[src/rtl/des_final_perm_serializer.sv]
// rtl/des_final_perm_serializer.sv - DES output stage: final swap, IP^-1, ciphertext register, byte streamer
module des_final_perm_serializer #(
  parameter bit LSB_BYTE_FIRST = 1'b0,
  parameter bit CT_HOLD        = 1'b1
) (
  input  logic        clk,
  input  logic        rst_n,
  input  logic        in_valid,
  output logic        in_ready,
  input  logic [31:0] l16_i,
  input  logic [31:0] r16_i,
  input  logic        flush_i,
  output logic [63:0] ct_o,
  output logic        ct_valid,
  output logic        out_valid,
  input  logic        out_ready,
  output logic [7:0]  out_data,
  output logic        out_last
);

  typedef enum logic {S_IDLE = 1'b0, S_SEND = 1'b1} state_e;

  state_e      state_q, state_d;
  logic [63:0] ct_q, ct_d;
  logic [2:0]  cnt_q, cnt_d;
  logic        ct_valid_q, ct_valid_d;
  logic [63:0] pre;
  logic [63:0] fp;
  logic        accept;
  logic        xfer;
  logic [5:0]  byte_idx;

  // Final swap: R16 occupies DES bits 1..32 of the preoutput.
  assign pre = {r16_i, l16_i};

  // IP^-1 as fixed wiring; vector index 64-n carries DES bit n.
  for (genvar j = 0; j < 64; j++) begin : g_fp
    localparam int ROW = j / 8;
    localparam int COL = j % 8;
    localparam int SRC = ((COL % 2) == 0) ? (40 + 4 * COL - ROW) : (4 + 4 * COL - ROW);
    assign fp[63 - j] = pre[64 - SRC];
  end

  assign accept = (state_q == S_IDLE) && in_valid && !flush_i;
  assign xfer   = (state_q == S_SEND) && out_ready && !flush_i;

  always_ff @(posedge clk or negedge rst_n) begin
    if (!rst_n) begin
      state_q <= S_IDLE;
    end else begin
      state_q <= state_d;
    end
  end

  always_comb begin
    state_d = state_q;
    if (flush_i) begin
      state_d = S_IDLE;
    end else begin
      case (state_q)
        S_IDLE: if (in_valid) state_d = S_SEND;
        S_SEND: if (out_ready && (cnt_q == 3'd7)) state_d = S_IDLE;
        default: state_d = S_IDLE;
      endcase
    end
  end

  always_comb begin
    ct_d       = ct_q;
    cnt_d      = cnt_q;
    ct_valid_d = accept;
    if (flush_i) begin
      cnt_d = 3'd0;
    end else if (accept) begin
      ct_d  = fp;
      cnt_d = 3'd0;
    end else if (xfer) begin
      cnt_d = cnt_q + 3'd1;
    end
  end

  always_ff @(posedge clk or negedge rst_n) begin
    if (!rst_n) begin
      ct_q       <= 64'd0;
      cnt_q      <= 3'd0;
      ct_valid_q <= 1'b0;
    end else begin
      ct_q       <= ct_d;
      cnt_q      <= cnt_d;
      ct_valid_q <= ct_valid_d;
    end
  end

  assign byte_idx = LSB_BYTE_FIRST ? {cnt_q, 3'b000} : {~cnt_q, 3'b000};

  always_comb begin
    in_ready  = 1'b0;
    out_valid = 1'b0;
    out_last  = 1'b0;
    out_data  = 8'd0;
    ct_o      = ct_q;
    ct_valid  = ct_valid_q;
    case (state_q)
      S_IDLE: begin
        in_ready = rst_n && !flush_i;
        if (!CT_HOLD) ct_o = 64'd0;
      end
      S_SEND: begin
        out_valid = 1'b1;
        out_last  = (cnt_q == 3'd7);
        out_data  = ct_q[byte_idx +: 8];
      end
      default: ;
    endcase
  end

endmodule

[config.mk]
export PLATFORM = sky130hd
export DESIGN_NAME = des_final_perm_serializer
export DESIGN_NICKNAME = d
export VERILOG_FILES = /design/src/rtl/des_final_perm_serializer.sv
export SDC_FILE = /design/constraint.sdc
export NUM_CORES = 1
export LEC_CHECK = 0
export CORE_ASPECT_RATIO = 1.2
export CORE_UTILIZATION = 36
export DETAILED_ROUTE_END_ITERATION = 10
export HOLD_SLACK_MARGIN = 0.03
export MAX_ROUTING_LAYER = met4
export PLACE_DENSITY_LB_ADDON = 0.3
export SLEW_MARGIN = 20
export SYNTH_ARGS = -nofsm -noshare
export SYNTH_HDL_FRONTEND = slang
export SYNTH_SLANG_ARGS = --single-unit
[constraint.sdc]
create_clock -name clk -period 2.2 [get_ports clk]
set_input_delay 0.44 -clock clk [delete_from_list [all_inputs] [get_ports clk]]
set_output_delay 0.44 -clock clk [all_outputs]
set_load 0.05 [all_outputs]
=== Yosys cells after proc, flatten, opt, wreduce, memory -nomap -nowiden ===
Index checks and enable logic that the tools add are counted.

* Bits in registers: 69
* Input port bits: 69
* Output and inout port bits: 76
* Logic and storage cells: 30

* $add $sub $neg: 1
* Eq/ne operators: 1
* Shift-type cells: 1
* Mux-type cells: 11
* Bitwise gates (word level): 3
* Reductions and logical operators: 9

{| class="wikitable"
|+ Operators by type and width
! operator !! count
|-
| $shiftx A64 B7 Y8 || 1
|-
| $mux W3 || 3
|-
| $mux W8 || 1
|-
| $logic_and A1 B1 Y1 || 6
|-
| $mux W1 || 6
|-
| $add A3 B1 Y3 const B || 1
|-
| $eq A3 B3 Y1 const B || 1
|-
| $not A3 Y3 || 1
|-
| $reduce_bool A3 Y1 || 1
|-
| $not A1 Y1 || 2
|-
| $pmux W1 S2 || 1
|-
| $reduce_and A2 Y1 || 1
|-
| $logic_not A1 Y1 || 1
|}

=== Depth between registers and ports, before layout ===
* Word-level depth: 5
* Depth in mapped cells: 5
* Gate-level depth less buffers: 5

=== Worst setup path after synthesis ===
No wires, ideal clock.

* Path type: register -> output
* From: reg state_q
* To: out in_ready
* Arrival: 1.958 ns
* Data required time: 1.760 ns
* Path slack: -0.198 ns
* Stages on the path, launching flop included: 3
* Buffers on the path: 1
* Cells stage by stage: dfrtp_1 -> buf_2 -> nor3b_1

* Longest elaborated chain between the ends: 1

{| class="wikitable"
|+ Ends and longest elaborated chain
! what !! line !! source
|-
| start: declaration || 23 || <nowiki>state_e state_q, state_d;</nowiki>
|-
| start signal: assignment || 51 || <nowiki>state_q <= state_d;</nowiki>
|-
| $mux W1 || 103 || <nowiki>case (state_q)</nowiki>
|-
| end: declaration || 9 || <nowiki>output logic in_ready,</nowiki>
|}

Every way passes these cells.

=== Worst setup path after layout ===
* From: reg cnt_q[1]
* To: out out_data[3]

* Longest elaborated chain between the ends: 3

{| class="wikitable"
|+ Ends and longest elaborated chain
! what !! line !! source
|-
| start: declaration || 25 || <nowiki>logic [2:0] cnt_q, cnt_d;</nowiki>
|-
| start signal: assignment || 89 || <nowiki>cnt_q <= cnt_d;</nowiki>
|-
| $not A3 Y3 || 94 || <nowiki>assign byte_idx = LSB_BYTE_FIRST ? {cnt_q, 3'b000} : {~cnt_q, 3'b000};</nowiki>
|-
| $shiftx A64 B7 Y8 || 111 || <nowiki>out_data = ct_q[byte_idx +: 8];</nowiki>
|-
| $mux W8 || 103 ||
|-
| end: declaration || 17 || <nowiki>output logic [7:0] out_data,</nowiki>
|}

Every way passes these cells.

==> impl_results.rst <==
.. list-table::
   :header-rows: 1

   * - Metric
     - Value
   * - Status
     - finished, violations left
   * - Failing checks
     - negative setup slack
   * - Sw Ratio
     - 0.384
   * - Crit path largest cell delay
     - 0.53 ns
   * - Number of max-cap violations
     - 0
   * - Power density over the cells
     - 962 mW/mm^2
   * - Cell type contributing the most total cell area after synthesis
     - dfrtp_1
   * - Post-Synthesis Net Count
     - approximately 270
   * - Clk root buf
     - clkbuf_8
   * - Actual slew at the worst max-slew pin
     - roughly 0.86 ns
   * - Worst min-delay path class
     - in2async
   * - Combinational share of power
     - 0.408
   * - Reg2Reg Launch Point
     - state_q$_DFF_PN0_
   * - Fraction of synthesized cell area taken by the top area cell type
     - 0.539
   * - Vertical extent of the die
     - ~110 um
   * - Number of port buffers
     - 144
   * - GRT Util Overall
     - 0.186
   * - Setup WS pre-CTS
     - 0.146 ns
   * - CTS tree
     - done
   * - Worst-case register-to-register setup slack
     - 0.54 ns
   * - Leakage component of the power
     - 1.99 nW
   * - Number of DRC violations after detailed routing
     - 0
   * - Number of flops mapped to enable cells by yosys
     - 0
   * - Cell at the slowest stage of the critical path
     - mux4_2
   * - Achievable clock frequency
     - 0.433 GHz
   * - Proportion of power drawn by the clock network
     - 0.242
   * - Most used flip-flop cell after synthesis
     - dfrtp_1
   * - Number of endpoints with negative hold slack in the final report
     - 0
   * - Sum of overflow across all layers after global routing
     - 0
   * - Area of the die
     - 0.00928 sq mm
   * - Max-slew violation count
     - 0
   * - Synthesized area divided by synthesized cell count
     - roughly 16 sq um
   * - Post-placement cell area
     - 0.00476 sq mm
   * - Initial antenna violation count
     - 0
   * - Number of nets at the end of the flow
     - roughly 420
   * - Part of the Yosys area used for sequential elements
     - 0.539
   * - Shortest period the worst path allows
     - 2.31 ns
   * - Clock tree skew after final layout
     - 0.0107 ns
   * - Proportion of synthesized flip-flops having asynchronous set or reset
     - 1.00
   * - Estimated wirelength of the detail-placed design
     - between 5 and 6 mm
   * - Type of origin of the critical path
     - register
   * - Skew-Pair Late Insertion Delay
     - 0.35 ns
   * - Last weighted congestion value of the routability-driven placer
     - just under 0.8
   * - Kind of end point of the critical path
     - primary output
   * - Number of clock sinks
     - between 60 and 70
   * - Sequential Power Share
     - 0.351
   * - Total wire length after detailed routing
     - 8.00 mm
   * - Cell Chain, Critical Path
     - buf_8 > mux4_2 > mux2i_1 > nor2_2 > buf_6
   * - Total number of placement rows
     - 37
   * - Required time of the worst setup path
     - 1.76 ns
   * - Width of the chip
     - 88.1 um
   * - Maximum resistive drop on vdd
     - a little under 600 uV
   * - Most area-consuming cells after synthesis
     - dfrtp_1 (54%), mux2_2 (23%), mux4_1 (6.6%), mux4_2 (5.6%), mux2i_1 (2.5%)
   * - Antenna cells
     - 0
   * - Slew Limit Headroom
     - 0.428
   * - Most frequent cell after synthesis
     - dfrtp_1
   * - Cells after synthesis
     - 195
   * - Vias in the first global route
     - 2354
   * - Global-route wire length before repair
     - 12.3 mm
   * - Final critical-path setup slack
     - -0.111 ns
   * - CTS clock-pin slew for the worst setup and hold paths
     - 0.08 ns
   * - Maximum buffer depth of the clock tree
     - 2
   * - Distinct cell type count after synthesis
     - 18
   * - Total number of vias
     - 2261
   * - Arrival time worst endpoint
     - 1.87 ns
   * - ANT nets after route
     - 0
   * - Starting DRT DRC Count
     - 108
   * - Depth of the worst register-to-register path
     - 3
   * - Count of TritonRoute iterations in the first routing pass
     - 6
   * - Portion of the clock cycle consumed by the worst path in the final layout
     - 1.05
   * - Ratio of cells with drive above 1 in the final layout
     - 0.349
   * - Hold buffer count at cts
     - 0
   * - Switching Power
     - 1.85 mW
   * - Initial standard-cell utilization of the core
     - 0.372
   * - Total CTS buffers
     - 9
   * - Synthesis-to-layout area growth
     - 56.3%
   * - Final setup violation count
     - 8
   * - Number of levels the H-tree was split into
     - 3
   * - RSZ-0062 raised after global routing
     - true
   * - Maximum number of pins on one net before global-route repair
     - 70
   * - Flops & latches, synth
     - 69
   * - Core footprint
     - 0.00861 sq mm
   * - Synth Warn #
     - 0
   * - Layout Cell Area excl Fill
     - 0.00500 sq mm
   * - WS Path Type
     - reg2out
   * - WL/cell
     - 17.1 um
   * - Most frequent cells after synthesis
     - dfrtp_1 (69), mux2_2 (66), nor2_1 (12)
   * - Post-synth design cell area
     - 0.00320 sq mm
   * - Critical path fanouts, max
     - 8
   * - I/O Pins
     - 145
   * - Detailed-route vias per instance
     - 4.82
   * - R2R Path End
     - ct_o[30]$_DFFE_PN0P_
   * - Internal Pwr Total
     - around 3 mW
   * - Total power
     - roughly 4.8 mW
per-layer routing:
metal	routed length (um)	share of wire	GRT usage
met5	0	0	-
met4	207	0.026	0.0806
met3	392	0.049	0.0376
met2	4160	0.52	0.302
met1	3250	0.41	0.223
through the flow:
step | setup TNS, ns | hold slack, ns | std cells | utilization
after detailed placement | 0 | 0.517 | 452 | 0.552
after floorplan | 0 | 0.144 | 195 | -
after global placement | 0 | 0.508 | 452 | 0.552
after global routing | -1.40 | 0.384 | 469 | 0.581
final | -0.671 | 0.297 | 469 | 0.581
after CTS | -1.07 | 0.349 | 468 | 0.578
critical path, delay by kind of cell (launching register included):
family	cells	cell delay (ns)
buffers and inverters	2	0.31
AND/OR/NAND/NOR	1	0.07
flip-flops	1	0.42
multiplexers	2	0.73
what timing repair did:
item	in CTS	in global routing
setup endpoints to repair	9	8
setup buffers	0	1
pin swaps	1	3
gates resized for setup	18	5
kinds of logic after synthesis:
kind of cell / Yosys count / synth area share
mux: 90 / 0.379
flops: 69 / 0.539
simple gates: 15 / 0.0223
buf+inv: 14 / 0.0395
compound gates: 4 / 0.00938
fa+ha+maj: 2 / 0.00781
xor+xnor: 1 / 0.00274
flip-flops by register name, summed over array words and instances (netlist names):
| register | count |
|---|---|
| ct_valid | 1 |
| cnt_q | 3 |
| ct_o | 64 |
| state_q | 1 |
worst max-delay path by stage:
stage	start	endpoint	slack, ns	cells past startpoint
2_1_floorplan	cnt_q[1]$_DFFE_PN0P_	out_data[0]	0.08	5
3_3_place_gp	cnt_q[1]$_DFFE_PN0P_	out_data[3]	0.13	5
3_5_place_dp	cnt_q[1]$_DFFE_PN0P_	out_data[3]	0.15	5
4_1_cts	cnt_q[1]$_DFFE_PN0P_	out_data[2]	-0.17	5
5_1_grt	cnt_q[1]$_DFFE_PN0P_	out_data[3]	-0.21	5
6_report	cnt_q[1]$_DFFE_PN0P_	out_data[3]	-0.11	5
placed cells by master (no fill, tap or decap):
master             n
xor2_1             1
clkinvlp_4         2
mux2i_1            8
inv_1              1
nor2_1            11
bufinv_16          2
clkdlybuf4s50_1  132
mux4_2            16
dfrtp_1           67
buf_12             3
clkbuf_1           1
nor3b_2            1
and2_1             1
ha_1               2
dlygate4sd2_1      1
buf_6              9
buf_4              8
nor2_2             1
clkbuf_8          10
buf_8              1
a211oi_1           1
clkinv_4           1
a22oi_1            3
mux2_2            66
nor3b_4            1
dfrtp_2            2
power groups by stage:
stage               combinational [mW]  sequential (mW)  clock, mW
CTS                               1.98             1.69       1.18
floorplan                        0.436             2.48          0
global route                      2.04             1.72       1.25
detailed placement                1.96             1.71          0
finish                            1.96             1.69       1.16
global placement                  1.95             1.70          0
cell type report:
cell class                 instances  area, sq um
clock buffer                      11          141
clock inverter                     5         83.8
fill                             739         3610
inverter                           1         3.75
multi-input combinational        112         1330
sequential                        69         1730
tap                              117          146
timing repair buffer             154         1570
Power figures use the tool's default switching activity.
